--- src/rtl/disp_pkg.sv ---
// Shared display constants: digit count, active-low segment patterns and "all off" codes.
package disp_pkg;
  localparam int DIGITS = 8;
  localparam int IDX_W  = $clog2(DIGITS);

  localparam logic [7:0] SEG_OFF = 8'hFF;
  localparam logic [7:0] AN_OFF  = 8'hFF;

  // Active-low {g,f,e,d,c,b,a} for hex 0..F
  localparam logic [6:0] SEG_LUT [16] = '{
    7'h40, 7'h79, 7'h24, 7'h30, 7'h19, 7'h12, 7'h02, 7'h78,
    7'h00, 7'h10, 7'h08, 7'h03, 7'h46, 7'h21, 7'h06, 7'h0E
  };
endpackage

--- src/rtl/disp_scan_if.sv ---
// Digit source to scanner link: eight hex digits plus per-digit controls in, display drive out.
interface disp_scan_if;
  import disp_pkg::*;

  logic [3:0]        Hex0, Hex1, Hex2, Hex3, Hex4, Hex5, Hex6, Hex7;
  logic [DIGITS-1:0] point;
  logic [DIGITS-1:0] LES;
  logic              lzs;
  logic [7:0]        AN;
  logic [7:0]        SEGMENT;
  logic              frame_start;

  modport master (
    output Hex0, Hex1, Hex2, Hex3, Hex4, Hex5, Hex6, Hex7, point, LES, lzs,
    input  AN, SEGMENT, frame_start
  );

  modport slave (
    input  Hex0, Hex1, Hex2, Hex3, Hex4, Hex5, Hex6, Hex7, point, LES, lzs,
    output AN, SEGMENT, frame_start
  );
endinterface

--- src/rtl/hex_to_seg.sv ---
// Combinational hex to active-low seven-segment decoder, shared by display consumers.
module hex_to_seg
  import disp_pkg::*;
(
  input  logic [3:0] hex,
  output logic [6:0] seg
);
  assign seg = SEG_LUT[hex];
endmodule

--- src/rtl/disp_scan.sv ---
// Eight-digit multiplexed seven-segment scanner with per-frame snapshot, blanking,
// decimal points and leading-zero suppression.
module disp_scan
  import disp_pkg::*;
#(
  parameter int TICK_DIV = 100000
) (
  input  logic       clk,
  input  logic       rst_n,
  disp_scan_if.slave bus
);
  localparam int            CW       = (TICK_DIV > 1) ? $clog2(TICK_DIV) : 1;
  localparam logic [CW-1:0] TICK_MAX = CW'(TICK_DIV - 1);

  // Digit i is suppressed when it and every digit to its left are zero; digit 0 always shows.
  function automatic logic [DIGITS-1:0] lz_dark(input logic [DIGITS-1:0][3:0] hex,
                                                input logic en);
    logic zero_above;
    lz_dark    = '0;
    zero_above = 1'b1;
    for (int i = DIGITS - 1; i >= 1; i--) begin
      zero_above = zero_above && (hex[i] == 4'd0);
      lz_dark[i] = en && zero_above;
    end
  endfunction

  logic [DIGITS-1:0][3:0] live_hex;
  logic [CW-1:0]          cnt;
  logic [IDX_W-1:0]       idx;
  logic                   tick;
  logic                   wrap;

  logic [DIGITS-1:0][3:0] snap_hex;
  logic [DIGITS-1:0]      snap_point;
  logic [DIGITS-1:0]      snap_les;
  logic                   snap_lzs;
  logic                   snap_vld_p0;

  logic [DIGITS-1:0]      lz;
  logic                   dark;
  logic [6:0]             seg_dec;
  logic [7:0]             an_p1;
  logic [7:0]             seg_p1;
  logic                   frame_start_p1;

  assign live_hex = {bus.Hex7, bus.Hex6, bus.Hex5, bus.Hex4,
                     bus.Hex3, bus.Hex2, bus.Hex1, bus.Hex0};
  assign tick     = (cnt == TICK_MAX);
  assign wrap     = tick && (idx == IDX_W'(DIGITS - 1));

  // Stage p0: prescaler, digit index and frame snapshot
  always_ff @(posedge clk or negedge rst_n) begin
    if (!rst_n) begin
      cnt         <= '0;
      idx         <= '0;
      snap_hex    <= '0;
      snap_point  <= '0;
      snap_les    <= '0;
      snap_lzs    <= 1'b0;
      snap_vld_p0 <= 1'b0;
    end else begin
      cnt         <= tick ? '0 : cnt + 1'b1;
      snap_vld_p0 <= wrap;
      if (tick) idx <= idx + 1'b1;
      if (wrap) begin
        snap_hex   <= live_hex;
        snap_point <= bus.point;
        snap_les   <= bus.LES;
        snap_lzs   <= bus.lzs;
      end
    end
  end

  assign lz   = lz_dark(snap_hex, snap_lzs);
  assign dark = snap_les[idx] || lz[idx];

  hex_to_seg u_dec (
    .hex (snap_hex[idx]),
    .seg (seg_dec)
  );

  // Stage p1: registered anode/segment drive, both updated on the same edge
  always_ff @(posedge clk or negedge rst_n) begin
    if (!rst_n) begin
      an_p1          <= AN_OFF;
      seg_p1         <= SEG_OFF;
      frame_start_p1 <= 1'b0;
    end else begin
      frame_start_p1 <= snap_vld_p0;
      if (dark) begin
        an_p1  <= AN_OFF;
        seg_p1 <= SEG_OFF;
      end else begin
        an_p1  <= ~(8'b1 << idx);
        seg_p1 <= {~snap_point[idx], seg_dec};
      end
    end
  end

  assign bus.AN          = an_p1;
  assign bus.SEGMENT     = seg_p1;
  assign bus.frame_start = frame_start_p1;
endmodule
--- src/flat_wrapper.sv ---
// flat-port wrapper written by rule: the top's interface ports become plain ports
module disp_scan_flat import disp_pkg::*;
#(
  parameter int TICK_DIV = 100000
)
  (clk, rst_n, bus_Hex0, bus_Hex1, bus_Hex2, bus_Hex3, bus_Hex4, bus_Hex5, bus_Hex6, bus_Hex7, bus_point, bus_LES, bus_lzs, bus_AN, bus_SEGMENT, bus_frame_start);
  disp_scan_if bus_i ();
  input  logic clk;
  input  logic rst_n;
  input wire logic [$bits(bus_i.Hex0)-1:0] bus_Hex0;
  input wire logic [$bits(bus_i.Hex1)-1:0] bus_Hex1;
  input wire logic [$bits(bus_i.Hex2)-1:0] bus_Hex2;
  input wire logic [$bits(bus_i.Hex3)-1:0] bus_Hex3;
  input wire logic [$bits(bus_i.Hex4)-1:0] bus_Hex4;
  input wire logic [$bits(bus_i.Hex5)-1:0] bus_Hex5;
  input wire logic [$bits(bus_i.Hex6)-1:0] bus_Hex6;
  input wire logic [$bits(bus_i.Hex7)-1:0] bus_Hex7;
  input wire logic [$bits(bus_i.point)-1:0] bus_point;
  input wire logic [$bits(bus_i.LES)-1:0] bus_LES;
  input wire logic [$bits(bus_i.lzs)-1:0] bus_lzs;
  output wire logic [$bits(bus_i.AN)-1:0] bus_AN;
  output wire logic [$bits(bus_i.SEGMENT)-1:0] bus_SEGMENT;
  output wire logic [$bits(bus_i.frame_start)-1:0] bus_frame_start;
  assign bus_i.Hex0 = bus_Hex0;
  assign bus_i.Hex1 = bus_Hex1;
  assign bus_i.Hex2 = bus_Hex2;
  assign bus_i.Hex3 = bus_Hex3;
  assign bus_i.Hex4 = bus_Hex4;
  assign bus_i.Hex5 = bus_Hex5;
  assign bus_i.Hex6 = bus_Hex6;
  assign bus_i.Hex7 = bus_Hex7;
  assign bus_i.point = bus_point;
  assign bus_i.LES = bus_LES;
  assign bus_i.lzs = bus_lzs;
  assign bus_AN = bus_i.AN;
  assign bus_SEGMENT = bus_i.SEGMENT;
  assign bus_frame_start = bus_i.frame_start;
  disp_scan #(.TICK_DIV(TICK_DIV)) u_core (.clk(clk), .rst_n(rst_n), .bus(bus_i));
endmodule
--- config.mk ---
export PLATFORM = sky130hd
export DESIGN_NAME = disp_scan_flat
export DESIGN_NICKNAME = d
export VERILOG_FILES = /design/src/rtl/disp_pkg.sv /design/src/rtl/disp_scan_if.sv /design/src/rtl/hex_to_seg.sv /design/src/rtl/disp_scan.sv /design/src/flat_wrapper.sv
export SDC_FILE = /design/constraint.sdc
export NUM_CORES = 1
export LEC_CHECK = 0
export BUFFER_PORTS_ARGS = -buffer_cell sky130_fd_sc_hd__buf_2
export CAP_MARGIN = 20
export CELL_PAD_IN_SITES_DETAIL_PLACEMENT = 0
export CELL_PAD_IN_SITES_GLOBAL_PLACEMENT = 1
export CORE_MARGIN = 2
export CORE_UTILIZATION = 38
export CTS_CLUSTER_SIZE = 16
export DETAILED_ROUTE_END_ITERATION = 16
export GPL_TIMING_DRIVEN = 1
export PLACE_DENSITY = 0.69
export SLEW_MARGIN = 20
export SYNTH_ARGS = -nofsm -noshare
export SYNTH_HDL_FRONTEND = slang
export SYNTH_SLANG_ARGS = --single-unit
--- constraint.sdc ---
create_clock -name clk -period 2.7 [get_ports clk]
set_input_delay 0.54 -clock clk [delete_from_list [all_inputs] [get_ports clk]]
set_output_delay 0.54 -clock clk [all_outputs]
set_load 0.005 [all_outputs]
==> flow_summary.yaml, run 1 <==
yosys:
  syn_nets: 367
  synthArstFlopShare_pct: 100
  synth_xor_area_share_pct: 3.43
  synth.distinct_cells: 40
  synth-simple-area-share_pct: 9.26
  synth_area_um2: 4080
  synth_area_leaders: "dfrtp_1 44%, mux2_2 13%, dfstp_2 10%, mux4_1 4.5%, ha_1 4.0%"
  synth.top_cell.area_share_pct: 43.5
  synth_edf_count: 0
  synth_top_family_by_area: "multiplexers"
  synth.most_common_cell: "dfrtp_1"
  synth_seq_cells: 87
  synth_commonest_cells: "71 x dfrtp_1, 48 x mux2_2, 27 x nand2_1"
  yosys-mux-area-fraction_pct: 23.8
  synthAdderAreaFrac_pct: 3.99
  synth_cells: 303
  seq_area_frac_synth_pct: 53.8
  synth_flop_cell: "dfrtp_1"
  yosys_warnings: 0
  synth_compound_area_share_pct: 3.07
  yosysTopAreaCell: "dfrtp_1"
  avgSynthCellArea_um2: 13.5
floorplan:
  row_count: 37
  io_pins: 68
  fp.dieH_um: 108
  start_util_pct: 39.3
  core_um2: 10400
  dieArea_um2: 11600
  dieWidth_um: 108
placement:
  portBuffers: 67
  place_hpwl_um: 5960
  gp_congestion: 0.791
  placed_cell_area_um2: 4600
setup_path:
  reg2reg_depth: 8
  path_max_fanout: 10
  r2r-end: "u_core.bus.SEGMENT[3]"
  crit_start: "u_core.idx[0]"
  path_delay_family: "multiplexers"
  slowest_stage: "dfrtp_1"
  reg2reg_slack_ns: 0.25
  critPathKind: "flop to flop"
  crit_arrival_ns: 2.74
  crit_path_start_kind: "flop"
  cp_slowest_stage_delay_ns: 0.67
  crit_cells: 8
  crit_chain: "mux4_1 > mux2_4 > inv_1 > ha_1 > inv_1 > mux2i_1 > mux2i_1 > nand2b_1"
  cp-endpoint: "u_core.bus.SEGMENT[3]"
  r2r-start: "u_core.idx[0]"
  critical_path.endpoint_type: "flop"
  path_buf_inv: 2
  required_ns: 2.99
timing:
  maxSlewViolCount: 0
  fin_tns_setup_ns: 0
  rsz0062_at_grt: "false"
  timing_hold_violations_final: 0
  fmax_mhz: 408
  slew_headroom_pct: 60.9
  worst_pin_slew_ns: 0.586
  finalSetupViolations: 0
  period_needed_ns: 2.45
  finClkSkew_ns: 0.0162
  timing.final.crit_share_pct: 90.8
clock_tree:
  cts.sinks: 87
  clock_latency_ns: 0.36
  root_buffer: "clkbuf_8"
  htree_levels: 3
  cts_resized: 0
  cts_buffer_depth: 2
  holdBufCountCts: 0
  cts_buffers: 9
  cts_setup_buffers: 0
  cts_tree: "yes"
  clk_pin_slew_worst_paths_ns: 0.10
global_route:
  grt_pass1_vias: 2677
  grt_use_total_pct: 15.4
  grt_pass1_wl_um: 13600
  gr-total-overflow: 0
  grt_max_degree: 47
  antenna_found_initial: 0
routing:
  wl_per_cell_um: 15.4
  remaining_drc_errors: 0
  vias: 2560
  first_pass_iters: 4
  via_per_inst: 4.94
  ant_nets: 0
  wl_um: 7980
  initialDrtViolationCount: 83
layout:
  post-route-cell-area_um2: 4780
  fin_nets: 441
  areaGrowthSynthToFinish_pct: 17.1
  drive_gt1_share_pct: 44.2
  n_antenna_cell: 0
power_and_ir_drop:
  leakage_nw: 2.09
  power.density_nw_per_um2: 502
  peakVddDrop_uv: 280
run_status:
  status: "completed"
hold_path:
  min_path_type: "input pin to async pin"
job:
  drv_cap: 0
==> placed cells by master (no fill, tap or decap), types with 6 or more instances in the layout <==
master | Yosys | routed
mux4_1 | 7 | 7
nor2_1 | 13 | 13
nand2_1 | 27 | 26
mux2i_1 | 6 | 6
buf_2 | 9 | 66
buf_4 | 0 | 9
xnor2_1 | 9 | 9
xor2_1 | 7 | 7
clkbuf_8 | 0 | 10
ha_1 | 13 | 13
inv_1 | 8 | 8
nor4_1 | 9 | 9
mux2_2 | 48 | 48
dfrtp_1 | 71 | 71
nand3_1 | 10 | 10
dfstp_2 | 16 | 16
==> worst register-to-register path: stages, from the launching register on <==
cell and delay (ns):
dfrtp_1 0.67, mux4_1 0.63, mux2_4 0.31, inv_1 0.13, ha_1 0.25, inv_1 0.09
mux2i_1 0.08, mux2i_1 0.12, nand2b_1 0.11
==> power breakdown <==
group / internal [mW] / switching, mW
logic: 0.0958 / 0.0801
clock network: 0.364 / 0.468
registers: 1.36 / 0.0309
total: 1.82 / 0.579
==> per-layer routing <==
metal,wire length [µm],vias up,GRT usage [%]
met4,62,0,3.57
met5,0,-,0
met3,451,5,5.33
met1,3830,1267,21.7
met2,3630,56,22.9
li1,-,1232,-
==> state kept, by name, summed over array words and instances (netlist names) <==
signal / cells
u_core.idx: 3
u_core.snap_hex: 32
u_core.cnt: 17
u_core.bus.frame_start: 1
u_core.bus.SEGMENT: 8
u_core.snap_les: 8
u_core.bus.AN: 8
u_core.snap_vld_p0: 1
u_core.snap_point: 8
u_core.snap_lzs: 1
==> kinds of logic after synthesis <==
kind of cell | Yosys count
muxes | 71
adders and majority gates | 13
AOI/OAI and AO/OA | 17
buffers and inverters | 21
DFF | 87
xor gates and xnor gates | 16
and+or+nand+nor | 78
==> metrics by stage <==
step | util, % | hold WS [ns] | power [mW] | cells | worst slack (ns)
2_1_floorplan | - | 0.244 | 1.49 | 303 | 0.559
3_3_place_gp | 44.3 | 0.333 | 1.59 | 502 | 0.394
3_5_place_dp | 44.3 | 0.337 | 1.59 | 502 | 0.289
4_1_cts | 46.1 | 0.158 | 2.44 | 518 | 0.241
5_1_grt | 46.1 | 0.180 | 2.53 | 518 | 0.0933
6_report | 46.1 | 0.158 | 2.40 | 518 | 0.249
==> worst min-delay path by stage <==
stage                                  start                     end  slack, ns  cells after the start
final                                  rst_n          u_core.cnt[11]       0.16                      1
after detailed placement  u_core.snap_vld_p0  u_core.bus.frame_start       0.34                      0
after CTS                              rst_n          u_core.cnt[11]       0.16                      1
after global routing                   rst_n           u_core.cnt[5]       0.18                      1
after floorplan                        rst_n  u_core.bus.frame_start       0.24                      0
after global placement    u_core.snap_vld_p0  u_core.bus.frame_start       0.33                      0
==> area by class of cell <==
cell class	count	area, µm²
Sequential cell	87	2200
Fill cell	1020	5590
Clock buffer	10	138
Timing Repair Buffer	76	418
Clock inverter	6	43.8
Multi-Input combinational cell	195	1780
Tap cell	136	170
Inverter	8	30.0
Note: power is estimated with default switching activity, not from simulation.
==> inputs of run 2 (changes only) <==
--- a/config.mk
+++ b/config.mk
@@ -9,13 +9,13 @@
 export CAP_MARGIN = 20
 export CELL_PAD_IN_SITES_DETAIL_PLACEMENT = 0
 export CELL_PAD_IN_SITES_GLOBAL_PLACEMENT = 1
-export CORE_MARGIN = 2
 export CORE_UTILIZATION = 38
 export CTS_CLUSTER_SIZE = 16
 export DETAILED_ROUTE_END_ITERATION = 16
 export GPL_TIMING_DRIVEN = 1
-export PLACE_DENSITY = 0.69
+export PLACE_DENSITY = 0.68
 export SLEW_MARGIN = 20
 export SYNTH_ARGS = -nofsm -noshare
 export SYNTH_HDL_FRONTEND = slang
+export SYNTH_HIERARCHICAL = 1
 export SYNTH_SLANG_ARGS = --single-unit
==> flow_summary.yaml, run 2 <==
timing:
  worst_pin_slew_ns: 0.531
  slew_headroom_pct: 64.5
  fmax_mhz: 415
  timing.final.crit_share_pct: 89.2
  rsz0062_at_grt: "false"
  maxSlewViolCount: 0
  timing_hold_violations_final: 0
  finalSetupViolations: 0
  worst_slack_ns: 0.293
  period_needed_ns: 2.41
  fin_tns_setup_ns: 0
  finClkSkew_ns: 0.00943
job:
  drv_cap: 0
power_and_ir_drop:
  power.density_nw_per_um2: 570
  peakVddDrop_uv: 297
  leakage_nw: 2.47
routing:
  remaining_drc_errors: 0
  wl_per_cell_um: 16.9
  wl_um: 9170
  vias: 2809
  initialDrtViolationCount: 121
  via_per_inst: 5.17
  first_pass_iters: 4
  ant_nets: 0
floorplan:
  row_count: 38
  dieArea_um2: 11900
  core_um2: 11000
  io_pins: 68
  dieWidth_um: 109
  start_util_pct: 39.6
  fp.dieH_um: 109
placement:
  dp_slack_ns: 0.321
  placed_cell_area_um2: 4870
  gp_congestion: 0.803
  portBuffers: 67
  place_hpwl_um: 6580
  place_inst: 527
clock_tree:
  cts.sinks: 87
  cts_buffer_depth: 2
  clock_latency_ns: 0.35
  cts_setup_buffers: 0
  clk_pin_slew_worst_paths_ns: 0.07
  htree_levels: 3
  root_buffer: "clkbuf_16"
  cts_buffers: 9
  holdBufCountCts: 0
  cts_resized: 0
  cts_tree: "yes"
layout:
  top_regs: "u_core/snap_hex x32, u_core/cnt x17"
  multi_input_area_um2: 2030
  final_cell_mix: "71 x dfrtp_1, 67 x buf_2, 49 x mux2_4, 27 x nand2_1"
  drive_gt1_share_pct: 43.4
  n_antenna_cell: 0
  top_register: "u_core/snap_hex"
  layout.cells.non_filler: 543
  nFillCells: 1024
  areaGrowthSynthToFinish_pct: 19.0
  register_area_um2: 2200
  mostFrequentLayoutCell: "dfrtp_1"
  largest_reg_flops: 32
  post-route-cell-area_um2: 5200
  fin_nets: 463
yosys:
  synth.most_common_cell: "dfrtp_1"
  synth_area_leaders: "dfrtp_1 41%, mux2_4 17%, dfstp_2 9.6%, mux4_2 6.2%, ha_1 4.0%"
  yosys_warnings: 6
  synthArstFlopShare_pct: 100
  syn_nets: 390
  synth_cells: 325
  synth_edf_count: 0
  synth_seq_cells: 87
  synth_area_um2: 4370
  synth_commonest_cells: "71 x dfrtp_1, 49 x mux2_4, 27 x nand2_1"
  seq_area_frac_synth_pct: 50.3
  synth_flop_cell: "dfrtp_1"
  synth.top_cell.area_share_pct: 40.7
  avgSynthCellArea_um2: 13.4
  synth.distinct_cells: 46
  yosysTopAreaCell: "dfrtp_1"
global_route:
  grt_use_total_pct: 17.1
  antenna_found_initial: 0
  grt_pass1_vias: 2842
  grt_max_degree: 62
  grt_pass1_wl_um: 15200
  gr-total-overflow: 0
run_status:
  status: "completed"
setup_path:
  reg2reg_slack_ns: 0.29
  critPathKind: "flop to flop"
  crit_arrival_ns: 2.66
  crit_path_start_kind: "flop"
  required_ns: 2.96
  path_max_fanout: 7
  critical_path.endpoint_type: "flop"
hold_path:
  min_path_type: "input pin to async pin"
## run 2: layout make-up
class	instances	area share (%)
flip-flops and latches	87	42.3
multi-input cells	214	39.1
repair buffers	77	8.37
clock buffers	9	4.33
well taps	140	3.37
clock inverters	7	1.92
inverters	9	0.650
## run 2: power by group
| part | internal [mW] | switching [mW] | leakage (nW) |
|---|---|---|---|
| clock | 0.821 | 0.549 | 0.161 |
| sequential | 1.36 | 0.0348 | 1.03 |
| combinational | 0.116 | 0.0868 | 1.28 |
## run 2: metrics by stage
| step | power (mW) | hold WS (ns) | utilization, % |
|---|---|---|---|
| 4_1_cts | 3.01 | 0.120 | 47.1 |
| 5_1_grt | 3.08 | 0.138 | 47.1 |
| 3_3_place_gp | 1.62 | 0.334 | 44.1 |
| 2_1_floorplan | 1.52 | 0.244 | - |
| 3_5_place_dp | 1.62 | 0.352 | 44.2 |
| 6_report | 2.97 | 0.111 | 47.1 |
## run 2: path summary, 6_finish.rpt
| path | startpoint | endpoint | cells past startpoint |
|---|---|---|---|
| setup / recovery | u_core/idx[0] | u_core/bus.SEGMENT[3] | 11 |
| hold / removal | rst_n | u_core/snap_les[0] | 1 |
| setup reg to reg | u_core/idx[0] | u_core/bus.SEGMENT[3] | 11 |
| hold reg to reg | u_core/snap_vld_p0 | u_core/bus.frame_start | 0 |
| max in group asynchronous | rst_n | u_core/bus.AN[3] | 2 |
| min in group clk | u_core/snap_vld_p0 | u_core/bus.frame_start | 0 |
## run 2: cells by family after synthesis
kind of cell	count (synthesis)	share of synthesized area [%]
XOR/XNOR	13	2.61
AND/OR/NAND/NOR	81	9.68
multiplexers	65	24.0
flip-flops	87	50.3
adder cells (fa/ha/maj)	14	4.01
buffers and inverters	24	3.21
AO/OA/AOI/OAI	41	6.24
## run 2: per-layer routing
layer | up-vias | share of wire [%] | global-route usage, %
li1 | 1324 | - | -
met5 | - | 0 | 0
met1 | 1412 | 49 | 24.5
met4 | 0 | 1.6 | 6.57
met3 | 9 | 4.7 | 3.83
met2 | 64 | 45 | 25.0
## run 2: worst max-delay path, stage by stage, from the launching register on
cell,delay (ns)
dfrtp_1,0.47
buf_4,0.22
mux4_2,0.52
nand2_1,0.09
nand2_1,0.16
inv_1,0.18
ha_1,0.26
nand2_2,0.07
a21oi_1,0.06
a31oi_1,0.16
nor2_1,0.06
o31ai_1,0.06
==> inputs of run 3 (changes only) <==
--- a/config.mk
+++ b/config.mk
@@ -7,15 +7,16 @@
 export LEC_CHECK = 0
 export BUFFER_PORTS_ARGS = -buffer_cell sky130_fd_sc_hd__buf_2
 export CAP_MARGIN = 20
-export CELL_PAD_IN_SITES_DETAIL_PLACEMENT = 0
-export CELL_PAD_IN_SITES_GLOBAL_PLACEMENT = 1
+export CELL_PAD_IN_SITES_DETAIL_PLACEMENT = 1
+export CELL_PAD_IN_SITES_GLOBAL_PLACEMENT = 2
 export CORE_UTILIZATION = 38
 export CTS_CLUSTER_SIZE = 16
 export DETAILED_ROUTE_END_ITERATION = 16
 export GPL_TIMING_DRIVEN = 1
-export PLACE_DENSITY = 0.68
+export PLACE_DENSITY = 0.79
 export SLEW_MARGIN = 20
 export SYNTH_ARGS = -nofsm -noshare
 export SYNTH_HDL_FRONTEND = slang
 export SYNTH_HIERARCHICAL = 1
 export SYNTH_SLANG_ARGS = --single-unit
+export TNS_END_PERCENT = 5
==> flow_summary.yaml, run 3 (synthesis results as in run 2) <==
timing:
  finClkSkew_ns: 0.0101
  period_needed_ns: 2.47
  timing.final.crit_share_pct: 91.3
  fin_tns_setup_ns: 0
  finalSetupViolations: 0
  maxSlewViolCount: 0
  worst_pin_slew_ns: 0.698
  slew_headroom_pct: 53.0
  timing_hold_violations_final: 0
  fmax_mhz: 406
  rsz0062_at_grt: "false"
global_route:
  grt_max_degree: 88
  grt_pass1_wl_um: 16500
  grt_use_total_pct: 18.5
  antenna_found_initial: 0
  gr-total-overflow: 0
  grt_pass1_vias: 3020
layout:
  largest_reg_flops: 32
  drive_gt1_share_pct: 43.5
  fin_nets: 462
  mostFrequentLayoutCell: "dfrtp_1"
  areaGrowthSynthToFinish_pct: 19.1
  nFillCells: 1161
  layout.cells.non_filler: 542
  fin_util_pct: 47.2
  final_cell_mix: "71 x dfrtp_1, 66 x buf_2, 49 x mux2_4, 27 x nand2_1"
  top_register: "u_core/snap_hex"
  multi_input_area_um2: 2040
  post-route-cell-area_um2: 5210
  register_area_um2: 2200
  top_regs: "u_core/snap_hex x32, u_core/cnt x17"
  n_antenna_cell: 0
clock_tree:
  htree_levels: 3
  cts_tree: "yes"
  cts.sinks: 87
  clk_pin_slew_worst_paths_ns: 0.07
  cts_buffer_depth: 2
  cts_resized: 0
  cts_setup_buffers: 0
  root_buffer: "clkbuf_16"
  cts_buffers: 9
  clock_latency_ns: 0.34
  holdBufCountCts: 0
placement:
  place_hpwl_um: 6980
  portBuffers: 67
  placed_cell_area_um2: 4870
  place_inst: 526
  gp_congestion: 0.750
routing:
  via_per_inst: 5.26
  initialDrtViolationCount: 117
  wl_um: 10000
  first_pass_iters: 4
  vias: 2849
  ant_nets: 0
  remaining_drc_errors: 0
  wl_per_cell_um: 18.5
job:
  drv_cap: 0
hold_path:
  min_path_type: "input pin to async pin"
power_and_ir_drop:
  leakage_nw: 2.47
  power.density_nw_per_um2: 571
  peakVddDrop_uv: 291
  p_total_mw: 2.97
setup_path:
  path_max_fanout: 16
  reg2reg_slack_ns: 0.23
  crit_arrival_ns: 2.70
  r2r-end: "u_core/bus.SEGMENT[3]"
  required_ns: 2.94
  critical_path.endpoint_type: "flop"
  reg2reg_depth: 10
  r2r-start: "u_core/idx[1]"
  critPathKind: "flop to flop"
  crit_path_start_kind: "flop"
floorplan:
  start_util_pct: 39.6
  dieArea_um2: 11900
  row_count: 38
  fp.dieH_um: 109
  core_um2: 11000
  io_pins: 68
  dieWidth_um: 109
run_status:
  status: "completed"
==> run 3: changes by cell type in the layout (fill, tap and decap cells not counted), sizes merged <==
cell	delta
buf	-1
clkinvlp	+1
inv	-1
==> run 3: critical path, cell delays in order, from the launching register on <==
cell and delay (ns):
dfrtp_1 0.75, mux4_2 0.34, nand2_1 0.08, nand2_1 0.21
inv_1 0.14, ha_1 0.21, or2_1 0.22, a21oi_1 0.14
a31oi_1 0.06, nor2_1 0.13, o31ai_1 0.08
==> run 3: stage by stage <==
step	hold slack [ns]	setup slack (ns)
floorplan	0.244	0.191
global placement	0.333	0.282
detailed placement	0.356	0.224
CTS	0.258	0.193
global route	0.268	0.0349
finish	0.237	0.235
==> run 3: final cells by class <==
class	instances	area share (%)
timing repair buffer	76	8.27
clock inverter	7	2.02
clock buffer	9	4.33
multi-input combinational	214	39.2
sequential	87	42.2
tap	140	3.36
inverter	9	0.649
==> run 3: power breakdown <==
| group | total [mW] | internal (mW) | switching [mW] | leakage (nW) |
|---|---|---|---|---|
| Sequential | 1.39 | 1.36 | 0.0348 | 1.03 |
| Combinational | 0.208 | 0.116 | 0.0923 | 1.28 |
| Clock | 1.37 | 0.824 | 0.547 | 0.158 |
| Total | 2.97 | 2.30 | 0.674 | 2.47 |
==> run 3: worst max-delay path by stage <==
stage                       start               endpoint  slack [ns]  cells past startpoint
floorplan           u_core/idx[0]  u_core/bus.SEGMENT[3]        0.19                     11
detailed placement  u_core/idx[1]  u_core/bus.SEGMENT[3]        0.22                     10
global placement    u_core/idx[1]  u_core/bus.SEGMENT[3]        0.28                     10
global route        u_core/idx[1]  u_core/bus.SEGMENT[3]        0.03                     10
CTS                 u_core/idx[1]  u_core/bus.SEGMENT[3]        0.19                     10
finish              u_core/idx[1]  u_core/bus.SEGMENT[3]        0.23                     10
==> run 3: layer usage <==
layer  vias up  track usage [%]  part of all wire [%]
met5         -                0                     0
met4         0             4.95                   1.2
met3         9             3.95                   3.0
met2        60             28.9                    47
met1      1454             26.0                    49
li1       1326                -                     -
